### config.mk
export PLATFORM = sky130hd
export DESIGN_NAME = coinc_counter_bank
export DESIGN_NICKNAME = d
export VERILOG_FILES = /design/src/rtl/coinc_counter_bank.sv
export SDC_FILE = /design/constraint.sdc
export NUM_CORES = 1
export LEC_CHECK = 0
export ABC_AREA = 1
export CAP_MARGIN = 0
export CORE_AREA = 2 2 200 202
export DETAILED_ROUTE_END_ITERATION = 10
export DIE_AREA = 0 0 202 204
export SYNTH_ARGS = -nofsm -noshare
export SYNTH_HDL_FRONTEND = slang
export SYNTH_SLANG_ARGS = --single-unit
### constraint.sdc
create_clock -name CLK -period 5.2 [get_ports CLK]
set_clock_uncertainty 0.2 [all_clocks]
set_input_delay 1.3 -clock CLK [delete_from_list [all_inputs] [get_ports CLK]]
set_output_delay 1.3 -clock CLK [all_outputs]
set_load 0.05 [all_outputs]
### src/rtl/coinc_counter_bank.sv
// Coincidence counter bank: counts pulses on channels A and B plus their windowed A/B
// coincidences, with snapshot/clear strobes and a registered word-wide read port.
module coinc_counter_bank #(
  parameter int unsigned DW  = 16,
  parameter int unsigned WIN = 4
) (
  input  logic          CLK,
  input  logic          RST,
  input  logic          PA,
  input  logic          PB,
  input  logic          cea,
  input  logic          ceb,
  input  logic          bh,
  input  logic          bl,
  input  logic          ocx,
  input  logic          ocy,
  output logic [DW-1:0] DX,
  output logic          dv,
  output logic [2:0]    ovf
);

  localparam int unsigned   CW      = 2 * DW;
  localparam logic [3:0]    WinLast = 4'(WIN - 1);
  localparam logic [CW-1:0] CntOne  = {{(CW - 1){1'b0}}, 1'b1};

  typedef enum logic [1:0] {StIdle, StAOpen, StBOpen} win_state_e;

  // Two synchroniser stages plus one history stage for rising-edge detection.
  logic [2:0] pa_sync_q, pb_sync_q;
  logic       edge_a, edge_b;

  always_ff @(posedge CLK) begin
    if (RST) begin
      pa_sync_q <= '0;
      pb_sync_q <= '0;
    end else begin
      pa_sync_q <= {pa_sync_q[1:0], PA};
      pb_sync_q <= {pb_sync_q[1:0], PB};
    end
  end

  assign edge_a = pa_sync_q[1] & ~pa_sync_q[2];
  assign edge_b = pb_sync_q[1] & ~pb_sync_q[2];

  win_state_e state_q, state_d;
  logic [3:0] wcnt_q, wcnt_d;
  logic       inc_c;

  always_comb begin
    state_d = state_q;
    wcnt_d  = wcnt_q;
    inc_c   = 1'b0;
    unique case (state_q)
      StIdle: begin
        if (edge_a && edge_b) begin
          inc_c = 1'b1;
        end else if (edge_a) begin
          state_d = StAOpen;
          wcnt_d  = WinLast;
        end else if (edge_b) begin
          state_d = StBOpen;
          wcnt_d  = WinLast;
        end
      end
      StAOpen: begin
        if (edge_b) begin
          inc_c   = 1'b1;
          state_d = StIdle;
        end else if (edge_a) begin
          wcnt_d = WinLast;
        end else if (wcnt_q == 4'd0) begin
          state_d = StIdle;
        end else begin
          wcnt_d = wcnt_q - 4'd1;
        end
      end
      StBOpen: begin
        if (edge_a) begin
          inc_c   = 1'b1;
          state_d = StIdle;
        end else if (edge_b) begin
          wcnt_d = WinLast;
        end else if (wcnt_q == 4'd0) begin
          state_d = StIdle;
        end else begin
          wcnt_d = wcnt_q - 4'd1;
        end
      end
      default: state_d = StIdle;
    endcase
    if (ocy) begin
      state_d = StIdle;
      wcnt_d  = '0;
      inc_c   = 1'b0;
    end
  end

  always_ff @(posedge CLK) begin
    if (RST) begin
      state_q <= StIdle;
      wcnt_q  <= '0;
    end else begin
      state_q <= state_d;
      wcnt_q  <= wcnt_d;
    end
  end

  logic [CW-1:0] cnt_a_q, cnt_a_d, cnt_b_q, cnt_b_d, cnt_c_q, cnt_c_d;
  logic [2:0]    ovf_q, ovf_d;

  // Clear takes priority: a pulse landing on the clear edge is dropped.
  always_comb begin
    cnt_a_d = cnt_a_q;
    cnt_b_d = cnt_b_q;
    cnt_c_d = cnt_c_q;
    ovf_d   = ovf_q;
    if (ocy) begin
      cnt_a_d = '0;
      cnt_b_d = '0;
      cnt_c_d = '0;
      ovf_d   = '0;
    end else begin
      if (edge_a) begin
        cnt_a_d = cnt_a_q + CntOne;
        if (&cnt_a_q) ovf_d[0] = 1'b1;
      end
      if (edge_b) begin
        cnt_b_d = cnt_b_q + CntOne;
        if (&cnt_b_q) ovf_d[1] = 1'b1;
      end
      if (inc_c) begin
        cnt_c_d = cnt_c_q + CntOne;
        if (&cnt_c_q) ovf_d[2] = 1'b1;
      end
    end
  end

  logic [CW-1:0] sh_a_q, sh_b_q, sh_c_q;

  always_ff @(posedge CLK) begin
    if (RST) begin
      cnt_a_q <= '0;
      cnt_b_q <= '0;
      cnt_c_q <= '0;
      ovf_q   <= '0;
      sh_a_q  <= '0;
      sh_b_q  <= '0;
      sh_c_q  <= '0;
    end else begin
      cnt_a_q <= cnt_a_d;
      cnt_b_q <= cnt_b_d;
      cnt_c_q <= cnt_c_d;
      ovf_q   <= ovf_d;
      if (ocx) begin
        sh_a_q <= cnt_a_q;
        sh_b_q <= cnt_b_q;
        sh_c_q <= cnt_c_q;
      end
    end
  end

  logic          rd_req;
  logic [CW-1:0] rd_cnt;
  logic [DW-1:0] dx_d, dx_q;
  logic          dv_q;

  always_comb begin
    rd_req = (cea | ceb) & (bh ^ bl);
    if (cea && ceb) begin
      rd_cnt = sh_c_q;
    end else if (cea) begin
      rd_cnt = sh_a_q;
    end else begin
      rd_cnt = sh_b_q;
    end
    dx_d = '0;
    if (rd_req) dx_d = bh ? rd_cnt[CW-1:DW] : rd_cnt[DW-1:0];
  end

  always_ff @(posedge CLK) begin
    if (RST) begin
      dx_q <= '0;
      dv_q <= 1'b0;
    end else begin
      dx_q <= dx_d;
      dv_q <= rd_req;
    end
  end

  assign DX  = dx_q;
  assign dv  = dv_q;
  assign ovf = ovf_q;

endmodule

==> flow_metrics.env <==
export IMPL_yosys_cell_types_count=41
export IMPL_critPathRequiredTime_ns=5.44
export IMPL_wl_met2_um=12820
export IMPL_syn2layout_area_growth_pct=14.88
export IMPL_synth_main_ff_cell="dfxtp_1"
export IMPL_pin_count=30
export IMPL_antenna_found_initial=1
export IMPL_avgRoutedWirePerCell_um=14.07
export IMPL_leakagePower_nw=4.136
export IMPL_grt_pass1_wl_um=46100
export IMPL_gp_congestion=0.9196
export IMPL_async_reset_ff_frac=0
export IMPL_yosysSeqAreaShare=0.4318
export IMPL_cts_setup_buffers=0
export IMPL_synth_edf_count=0
export IMPL_holdCritPathClass="register to register"
export IMPL_fmax_mhz=288.2
export IMPL_rsz0062_at_grt="no"
export IMPL_cpPeakStageDelay_ns=0.97
export IMPL_critPathLaunchType="primary input"
export IMPL_ctsResizeCount=0
export IMPL_hpwl_um=20730
export IMPL_max_slew_margin=0.3197
export IMPL_grt_max_degree=93
export IMPL_ant_nets=0
export IMPL_wl_um=28220
export IMPL_finalNetCount=1484
export IMPL_io_buffers=29
export IMPL_min_to="pa_sync_q[1]"
export IMPL_track_usage=0.1365
export IMPL_die_y_um=204
export IMPL_fin_crit_sh=0.6672
export IMPL_start_util=0.2650
export IMPL_critPathCaptureType="register"
export IMPL_critPathArrivalTime_ns=3.71
export IMPL_crit_family="compound AO/OA/AOI/OAI gates"
export IMPL_die_w_um=202
export IMPL_final_cell_mix="nand2_1 (317), nor2_1 (239), dfxtp_1 (224)"
export IMPL_viasPerCell=4.637
export IMPL_cts_sinks=224
export IMPL_drive_gt1_frac=0.06149
export IMPL_crit_type="primary input to register"
export IMPL_crit_chain="clkdlybuf4s50_1 > inv_1 > a211oi_2 > o21ai_0 > a21oi_1"
export IMPL_cts_tree="built"
export IMPL_ys_warn_count=0
export IMPL_cts_buffers=25
export IMPL_reg2reg_depth=9
export IMPL_drc=0
export IMPL_clk_latency_ns=0.52
export IMPL_r2r_start="cnt_b_q[1]"
export IMPL_root_buffer="clkbuf_16"
export IMPL_cts_max_path_buffers=3
export IMPL_clk_pin_slew_ns=0.06
export IMPL_core_area_sq_um=39180
export IMPL_path_buf_inv=2
export IMPL_setup_viol=0
export IMPL_total_power_mw=3.795
export IMPL_reg2reg_slack_ns=3.12
export IMPL_synth_nets=1485
export IMPL_dr_wl_met3_um=1489
export IMPL_cp_slowest_cell="a211oi_2"
export IMPL_drtIter0Drc=598
export IMPL_dieArea_sq_um=41210
export IMPL_fill_cells=4171
export IMPL_hold_depth=2
export IMPL_powerDensity_nw_per_um2=318.1
export IMPL_outcome="complete, no violations"
export IMPL_layout_commonest_cell="nand2_1"
export IMPL_stdcell_count=2006
export IMPL_fin_crit_ns=3.470
export IMPL_holdBufCountCts=0
export IMPL_syn_area_sq_um=10380
export IMPL_place_inst=1964
export IMPL_synth_seq_cells=224
export IMPL_h_tree_depth=1
export IMPL_hp_start="pa_sync_q[0]"
export IMPL_grt_pass1_vias=8747
export IMPL_final_hold_violation_count=0
export IMPL_worstMarginPinSlew_ns=1.019
export IMPL_synthCells=1467
export IMPL_ir_drop_mv=0.2148
export IMPL_wl_met1_um=13480
export IMPL_reg2reg_to="cnt_b_q[20]"
export IMPL_crit_fanout=31
export IMPL_vias=9301
export IMPL_finalSetupTns_ns=0
export IMPL_route_top_layer_used="met4"
export IMPL_firstDrtPassIters=5
export IMPL_rows=73
export IMPL_drv_slew=0
export IMPL_max_cap_violations=0
export IMPL_gr_total_overflow=0
export IMPL_syn_avg_cell_area_sq_um=7.079
[logic make-up after synthesis]
kind of cell	Yosys count	synth area share
AO/OA/AOI/OAI	248	0.1477
XOR/XNOR	13	0.01096
AND/OR/NAND/NOR	741	0.3117
flip-flops	224	0.4318
adder cells (fa/ha/maj)	8	0.009639
buffers and inverters	233	0.08819
[where the power goes]
part | leakage, nW | switching, mW | internal (mW)
logic | 1.91 | 0.157 | 0.0702
clock network | 0.403 | 0.717 | 1.06
registers | 1.82 | 0.0313 | 1.76
[per-stage QoR]
stage                 util  setup WS, ns  hold WS, ns  cell area [sq um]
global placement    0.2833         1.297       0.1996              11100
global route        0.3044         1.494       0.2223              11930
finish              0.3045         1.730       0.2059              11930
CTS                 0.3044         1.861       0.2098              11930
detailed placement  0.2833         1.333       0.2039              11100
floorplan                -         2.654       0.1883              10390
[per-layer routing]
layer	up-vias	GRT usage
met3	25	0.01786
met5	-	0
met2	179	0.2297
li1	4784	-
met1	4313	0.1852
met4	0	0.03256
[cell type report]
cell class	count	area, sq um	share of cell area
antenna	1	2.502	0.0002098
sequential	224	4484	0.3759
clock inverter	9	113.9	0.009544
timing repair buffer	35	330.3	0.02769
inverter	170	638.1	0.05349
multi-input combinational	1010	4992	0.4185
clock buffer	32	711.9	0.05967
tap	525	656.9	0.05506
[cell usage after synthesis (6+ instances only)]
library cell / instances / area [sq um]
xor2_1: 11 / 96.34
inv_1: 166 / 623.1
buf_2: 15 / 75.07
nand2_1: 317 / 1190
nor2_2: 10 / 62.56
o21ai_0: 50 / 250.2
dfxtp_1: 224 / 4484
ha_1: 8 / 100.1
nand3_1: 97 / 485.5
nand4_1: 18 / 112.6
nor3_1: 23 / 115.1
a221oi_1: 16 / 140.1
buf_1: 6 / 22.52
clkbuf_1: 38 / 142.6
nor2_4: 12 / 135.1
a21oi_1: 85 / 425.4
a211oi_1: 79 / 593.1
nor2_1: 240 / 900.9
[worst max path at each step]
stage / from / to / slack (ns) / depth (start not counted)
2_1_floorplan: cea / DX[5] / 2.65 / 7
3_3_place_gp: ceb / DX[8] / 1.30 / 5
3_5_place_dp: ceb / DX[9] / 1.33 / 5
4_1_cts: ceb / DX[6] / 1.86 / 5
5_1_grt: ceb / DX[1] / 1.49 / 5
6_report: ceb / DX[5] / 1.73 / 5
[sequential cells by signal, indices dropped and copies added (netlist names)]
name       flops
state_q        2
sh_c_q        32
cnt_a_q       32
wcnt_q         4
sh_b_q        32
ovf            3
cnt_c_q       32
sh_a_q        32
pb_sync_q      3
dv             1
cnt_b_q       32
DX            16
pa_sync_q      3
[worst reg2reg max path, stage by stage, from the launching register on]
cell and delay (ns):
dfxtp_1 0.41, ha_1 0.22, nand3_2 0.12, nor2_4 0.15
nand3_2 0.12, nor2_2 0.40, nand3_1 0.17, nand2_1 0.09
nand2_1 0.05, nor2_1 0.10
Power figures use the tool's default switching activity.
